==> config.mk <==
export PLATFORM = sky130hd
export DESIGN_NAME = mano_io_intr_ctrl
export DESIGN_NICKNAME = d
export VERILOG_FILES = /design/src/rtl/mano_pkg.sv /design/src/rtl/mano_prt_tx.sv /design/src/rtl/mano_io_intr_ctrl.sv
export SDC_FILE = /design/constraint.sdc
export NUM_CORES = 1
export LEC_CHECK = 0
export CAP_MARGIN = 20
export CORE_ASPECT_RATIO = 1.25
export CORE_UTILIZATION = 25
export CTS_CLUSTER_DIAMETER = 40
export CTS_CLUSTER_SIZE = 40
export DETAILED_ROUTE_END_ITERATION = 10
export GPL_TIMING_DRIVEN = 0
export SETUP_SLACK_MARGIN = 0.02
export SLEW_MARGIN = 20
export SYNTH_ARGS = -nofsm -noshare
export SYNTH_HDL_FRONTEND = slang
export SYNTH_HIERARCHICAL = 1
export SYNTH_SLANG_ARGS = --single-unit
==> constraint.sdc <==
create_clock -name clk -period 1.55 [get_ports clk]
set_clock_uncertainty 0.2 [all_clocks]
set_input_delay 0.31 -clock clk [delete_from_list [all_inputs] [get_ports clk]]
set_output_delay 0.31 -clock clk [all_outputs]
set_load 0.01 [all_outputs]
==> src/rtl/mano_pkg.sv <==
// Shared definitions for the Mano basic computer I/O and interrupt controller.
package mano_pkg;

  localparam int DATA_W_DEF = 8;

  localparam logic FGO_RESET = 1'b1;
  localparam logic FGI_RESET = 1'b0;

  typedef enum logic [1:0] {
    P_IDLE = 2'd0,
    P_SEND = 2'd1,
    P_GAP  = 2'd2
  } prt_state_t;

endpackage

==> src/rtl/mano_prt_tx.sv <==
// Printer transmit path: OUTR, the valid/ready handshake FSM and the post-handshake gap timer.
module mano_prt_tx
  import mano_pkg::*;
#(
  parameter int DATA_W  = DATA_W_DEF,
  parameter int PRT_GAP = 4
) (
  input  logic              clk,
  input  logic              rst,
  input  logic              cpu_out,
  input  logic [DATA_W-1:0] ac_lo,
  input  logic              prt_ready,
  output logic              prt_valid,
  output logic [DATA_W-1:0] prt_data,
  output logic              fgo
);

  localparam int CNT_W = (PRT_GAP > 1) ? $clog2(PRT_GAP) : 1;
  localparam logic [CNT_W-1:0] GAP_LOAD = (PRT_GAP > 0) ? CNT_W'(PRT_GAP - 1) : '0;

  prt_state_t        state;
  prt_state_t        state_nxt;
  logic [CNT_W-1:0]  gap_cnt;
  logic [DATA_W-1:0] outr;
  logic              accept_out;
  logic              handshake;

  // OUT is only honoured while the flag is up; a second OUT is a program error and is dropped.
  assign accept_out = (state == P_IDLE) && cpu_out;
  assign handshake  = (state == P_SEND) && prt_ready;

  always_ff @(posedge clk) begin
    if (rst) begin
      state <= P_IDLE;
    end else begin
      state <= state_nxt;
    end
  end

  always_ff @(posedge clk) begin
    if (rst) begin
      outr    <= '0;
      gap_cnt <= '0;
    end else begin
      if (accept_out) begin
        outr <= ac_lo;
      end
      if (handshake) begin
        gap_cnt <= GAP_LOAD;
      end else if ((state == P_GAP) && (gap_cnt != '0)) begin
        gap_cnt <= gap_cnt - CNT_W'(1);
      end
    end
  end

  always_comb begin
    state_nxt = state;
    case (state)
      P_IDLE: if (cpu_out) state_nxt = P_SEND;
      P_SEND: if (prt_ready) state_nxt = (PRT_GAP == 0) ? P_IDLE : P_GAP;
      P_GAP:  if (gap_cnt == '0) state_nxt = P_IDLE;
      default: state_nxt = P_IDLE;
    endcase
  end

  // FGO is exactly "printer FSM idle", so it comes up as FGO_RESET out of reset.
  always_comb begin
    prt_valid = (state == P_SEND);
    fgo       = (state == P_IDLE);
  end

  assign prt_data = outr;

endmodule

==> src/rtl/mano_io_intr_ctrl.sv <==
// Mano I/O and interrupt controller: INPR/FGI keyboard path, printer path, IEN and the R flag.
// Optional per-source interrupt masks are built when IO_INTR_MASK_EN is defined.
module mano_io_intr_ctrl
  import mano_pkg::*;
#(
  parameter int DATA_W  = DATA_W_DEF,
  parameter int PRT_GAP = 4
) (
  input  logic              clk,
  input  logic              rst,
`ifdef IO_INTR_MASK_EN
  input  logic              cpu_sk_in,
  input  logic              cpu_sk_out,
  input  logic              cpu_mask_clr,
  output logic              ie_in,
  output logic              ie_out,
`endif
  input  logic              cpu_inp,
  input  logic              cpu_out,
  input  logic              cpu_ion,
  input  logic              cpu_iof,
  input  logic              instr_end,
  input  logic              intr_ack,
  input  logic [DATA_W-1:0] ac_lo,
  output logic [DATA_W-1:0] inpr_out,
  output logic              fgi,
  output logic              fgo,
  output logic              ien,
  output logic              r_flag,
  input  logic              kbd_valid,
  input  logic [DATA_W-1:0] kbd_data,
  output logic              kbd_ready,
  output logic              prt_valid,
  output logic [DATA_W-1:0] prt_data,
  input  logic              prt_ready
);

  logic [DATA_W-1:0] inpr;
  logic              kbd_xfer;
  logic              intr_src;

  assign kbd_ready = ~fgi;
  assign kbd_xfer  = kbd_valid & kbd_ready;
  assign inpr_out  = inpr;

  mano_prt_tx #(
    .DATA_W  (DATA_W),
    .PRT_GAP (PRT_GAP)
  ) u_prt_tx (
    .clk       (clk),
    .rst       (rst),
    .cpu_out   (cpu_out),
    .ac_lo     (ac_lo),
    .prt_ready (prt_ready),
    .prt_valid (prt_valid),
    .prt_data  (prt_data),
    .fgo       (fgo)
  );

`ifdef IO_INTR_MASK_EN
  always_ff @(posedge clk) begin
    if (rst) begin
      ie_in  <= 1'b1;
      ie_out <= 1'b1;
    end else if (cpu_mask_clr) begin
      ie_in  <= 1'b0;
      ie_out <= 1'b0;
    end else begin
      if (cpu_sk_in)  ie_in  <= 1'b1;
      if (cpu_sk_out) ie_out <= 1'b1;
    end
  end

  assign intr_src = (fgi & ie_in) | (fgo & ie_out);
`else
  assign intr_src = fgi | fgo;
`endif

  // Keyboard: a character is only taken while FGI is clear, so INP and a new key never race.
  always_ff @(posedge clk) begin
    if (rst) begin
      inpr <= '0;
      fgi  <= FGI_RESET;
    end else if (kbd_xfer) begin
      inpr <= kbd_data;
      fgi  <= 1'b1;
    end else if (cpu_inp) begin
      fgi  <= 1'b0;
    end
  end

  // R samples the pre-update IEN, so an IOF in the last cycle still lets a pending interrupt in.
  always_ff @(posedge clk) begin
    if (rst) begin
      ien    <= 1'b0;
      r_flag <= 1'b0;
    end else begin
      if (intr_ack || cpu_iof) begin
        ien <= 1'b0;
      end else if (cpu_ion) begin
        ien <= 1'b1;
      end
      if (intr_ack) begin
        r_flag <= 1'b0;
      end else if (instr_end && ien && intr_src) begin
        r_flag <= 1'b1;
      end
    end
  end

endmodule
==> impl_metrics.tcl <==
set metrics [dict create \
    final-setup-viol-count 0 \
    firstDrtPassIters 2 \
    area_growth_pct 60.7 \
    critPathMaxStageDelay_ns 0.33 \
    finalMaxSlewViolations 0 \
    layout_commonest_cell "clkdlybuf4s50_1" \
    yosysUniqueCellTypes 23 \
    ys_ff_latch 23 \
    design_area_um2 1480 \
    cts_sinks 23 \
    finalPower_uw 1300 \
    drtAntennaViolNets 0 \
    grt_max_degree 13 \
    hp-class "input pin to flip-flop" \
    p_int_uw 979 \
    relSlewSlack_pct 71.8 \
    endpoint_kind "output port" \
    rsz0062_at_grt "true" \
    rr_startpoint "u_prt_tx/state[1]" \
    final_nets 181 \
    vias 819 \
    synth_top_family_by_area "simple AND/OR/NAND/NOR gates" \
    fillers 364 \
    clockBufferDepth 2 \
    grt_pass1_wl_mm 3.55 \
    r2r-end "u_prt_tx/prt_data[1]" \
    crit_buf_inv 2 \
    final-hold-violation-count 0 \
    grt-ovfl-total 0 \
    pwr-share-clk_pct 27.5 \
    synth_warnings 6 \
    synthMuxAreaShare_pct 13.0 \
    synth_xor_area_share_pct 0 \
    status "completed" \
    sw_frac_of_total_pct 24.8 \
    p_switching_uw 323 \
    tns_ns 0 \
    synth_area_um2 923 \
    gp_congestion 0.722 \
    cts_tree "done" \
    ioPinCount 48 \
    drt-wirelength-per-cell_um 11.2 \
    cp.required_ns 1.04 \
    worstPathCellList "buf_6 > and2b_1 > buf_2" \
    hpwl_mm 1.73 \
    grt_pass1_vias 822 \
    critical-path-slowest-cell "dfxtp_2" \
    arrival_ns 1.00 \
    hold-path-cell-count 3 \
    r2r_setup_slack_ns 0.13 \
    timing.max_cap.violations 0 \
    power_frac_comb_pct 21.8 \
    cts_root_buf "clkbuf_8" \
    power_density_nw_per_um2 878 \
    antenna_found_initial 0 \
    diodes 0 \
    layout_common_cells "clkdlybuf4s50_1 (24), dfxtp_1 (20), dlygate4sd2_1 (20), nand2_1 (16), mux2i_1 (12)" \
    post-route-util_pct 42.2 \
    pwr-share-seq_pct 50.8 \
    rows 24 \
    synth_fa_ha_area_share_pct 1.36 \
    fin_crit_sh_pct 97.7 \
    whs_ns 0.194 \
    synth-simple-area-share_pct 20.5 \
    core_area_um2 3510 \
    holdPathEnd "u_prt_tx/state[0]" \
    syn_nets 127 \
    totalWireLength_mm 2.15 \
    crit_family "flip-flops" \
    cts_buffers 3 \
    cts_max_level 1 \
    start_kind "flip-flop" \
    ir_worst_vdd_uv 533 \
    placed_cell_area_um2 1440 \
    clk_pin_slew_ns 0.08 \
    cp_max_fo 7 \
    port_buffers 47 \
    p_leak_uw 0.000677 \
    insertion_delay_ns 0.25 \
    crit_type "flip-flop to output port" \
    fp.dieH_um 70.0 \
    drive_gt1_share_pct 12.4 \
    start_util_pct 26.3 \
    syn_inst 100 \
    ctsHoldBuffers 0 \
    die_x_um 56.4 \
    tightestPinTransition_ns 0.422 \
    vias_per_cell 4.27 \
    track_usage_pct 11.4 \
    reg2reg_depth 5 \
    ys_seq_area_share_pct 49.9 \
    synth_compound_area_share_pct 8.67 \
    hold_start "cpu_out" \
    timing.fmax_ghz 0.660 \
    min_period_ns 1.51 \
    drt_iter0_markers 5 \
    syn_avg_cell_area_um2 9.23 \
    dieArea_um2 3940 \
    drc 0 \
]
==> state kept, by name, indices dropped and copies added, names as in the netlist <==
signal / cells
inpr_out: 8
u_prt_tx/state: 2
fgi: 1
r_flag: 1
u_prt_tx/gap_cnt: 2
u_prt_tx/prt_data: 8
ien: 1
==> layer usage <==
metal	GRT usage, %	wire [um]	vias to the layer above	share of wire, %
met5	0	0	-	0
met4	4.07	8	0	0.37
met3	4.07	215	2	10
met2	20.8	1130	27	52
met1	11.9	795	359	37
li1	-	-	431	-
==> synthesized netlist by cell type <==
| library cell | n | area (um2) |
|---|---|---|
| a21oi_1 | 10 | 50.1 |
| or2b_1 | 1 | 7.51 |
| or2_1 | 1 | 6.26 |
| nor2b_1 | 3 | 18.8 |
| ha_1 | 1 | 12.5 |
| and2b_1 | 1 | 7.51 |
| a21oi_2 | 1 | 8.76 |
| nor3b_2 | 1 | 12.5 |
| mux2i_1 | 12 | 120 |
| nor4_1 | 1 | 6.26 |
| a31oi_1 | 1 | 6.26 |
| clkbuf_2 | 1 | 5.00 |
| dfxtp_1 | 23 | 460 |
| clkbuf_1 | 2 | 7.51 |
| inv_1 | 4 | 15.0 |
| buf_6 | 3 | 33.8 |
| and2_1 | 1 | 6.26 |
| nand2_1 | 16 | 60.1 |
| nor3_1 | 2 | 10.0 |
| nor2_2 | 1 | 6.26 |
| nor2_1 | 11 | 41.3 |
| o21bai_1 | 2 | 15.0 |
| nand2b_1 | 1 | 6.26 |
==> worst max-delay path by stage <==
stage	from	end	slack (ns)	depth (start not counted)
floorplan	u_prt_tx/gap_cnt[0]	u_prt_tx/gap_cnt[1]	0.25	5
global placement	cpu_out	u_prt_tx/prt_data[2]	-0.22	5
detailed placement	cpu_out	u_prt_tx/prt_data[1]	-0.25	5
CTS	u_prt_tx/state[1]	prt_valid	0.02	3
global route	u_prt_tx/state[1]	prt_valid	-0.02	3
finish	u_prt_tx/state[1]	prt_valid	0.04	3
==> power by group through the flow <==
stage / sequential, uW / clock [uW] / combinational [uW]
global route: 667 / 402 / 311
detailed placement: 675 / 0 / 308
CTS: 661 / 376 / 283
finish: 661 / 358 / 284
global placement: 671 / 0 / 300
floorplan: 684 / 0 / 134
==> final cells by class <==
class	count	area, um2	share of cell area (%)
multi-input combinational	67	410	27.7
tap	39	48.8	3.29
timing repair buffer	49	453	30.5
clock buffer	4	45.0	3.04
buffer	6	47.5	3.20
sequential	23	464	31.3
inverter	4	15.0	1.01
==> per-stage QoR <==
| stage | instances | setup slack, ns |
|---|---|---|
| final | 192 | 0.0351 |
| after global routing | 192 | -0.0211 |
| after CTS | 190 | 0.0176 |
| after detailed placement | 186 | -0.251 |
| after global placement | 186 | -0.216 |
| after floorplan | 100 | 0.248 |
==> cells by family (layout without fill, tap and decap cells) <==
logic type / Yosys count / in the layout
flip-flops: 23 / 23
AO/OA/AOI/OAI: 14 / 14
multiplexers: 12 / 12
AND/OR/NAND/NOR: 40 / 40
buffers and inverters: 10 / 63
adder cells (fa/ha/maj): 1 / 1
==> what timing repair did <==
item | CTS | global route
setup buffers | 0 | 2
resized for setup | 31 | 5
endpoints found under the setup margin | 22 | 8
pin swaps | 0 | 0
==> tightest hold or removal path, cell delays in order <==
cell and delay [ns]:
dlymetal6s2s_1 0.10, mux2i_1 0.07, nor3_1 0.12
No activity file was read; power rests on OpenSTA's default activity.
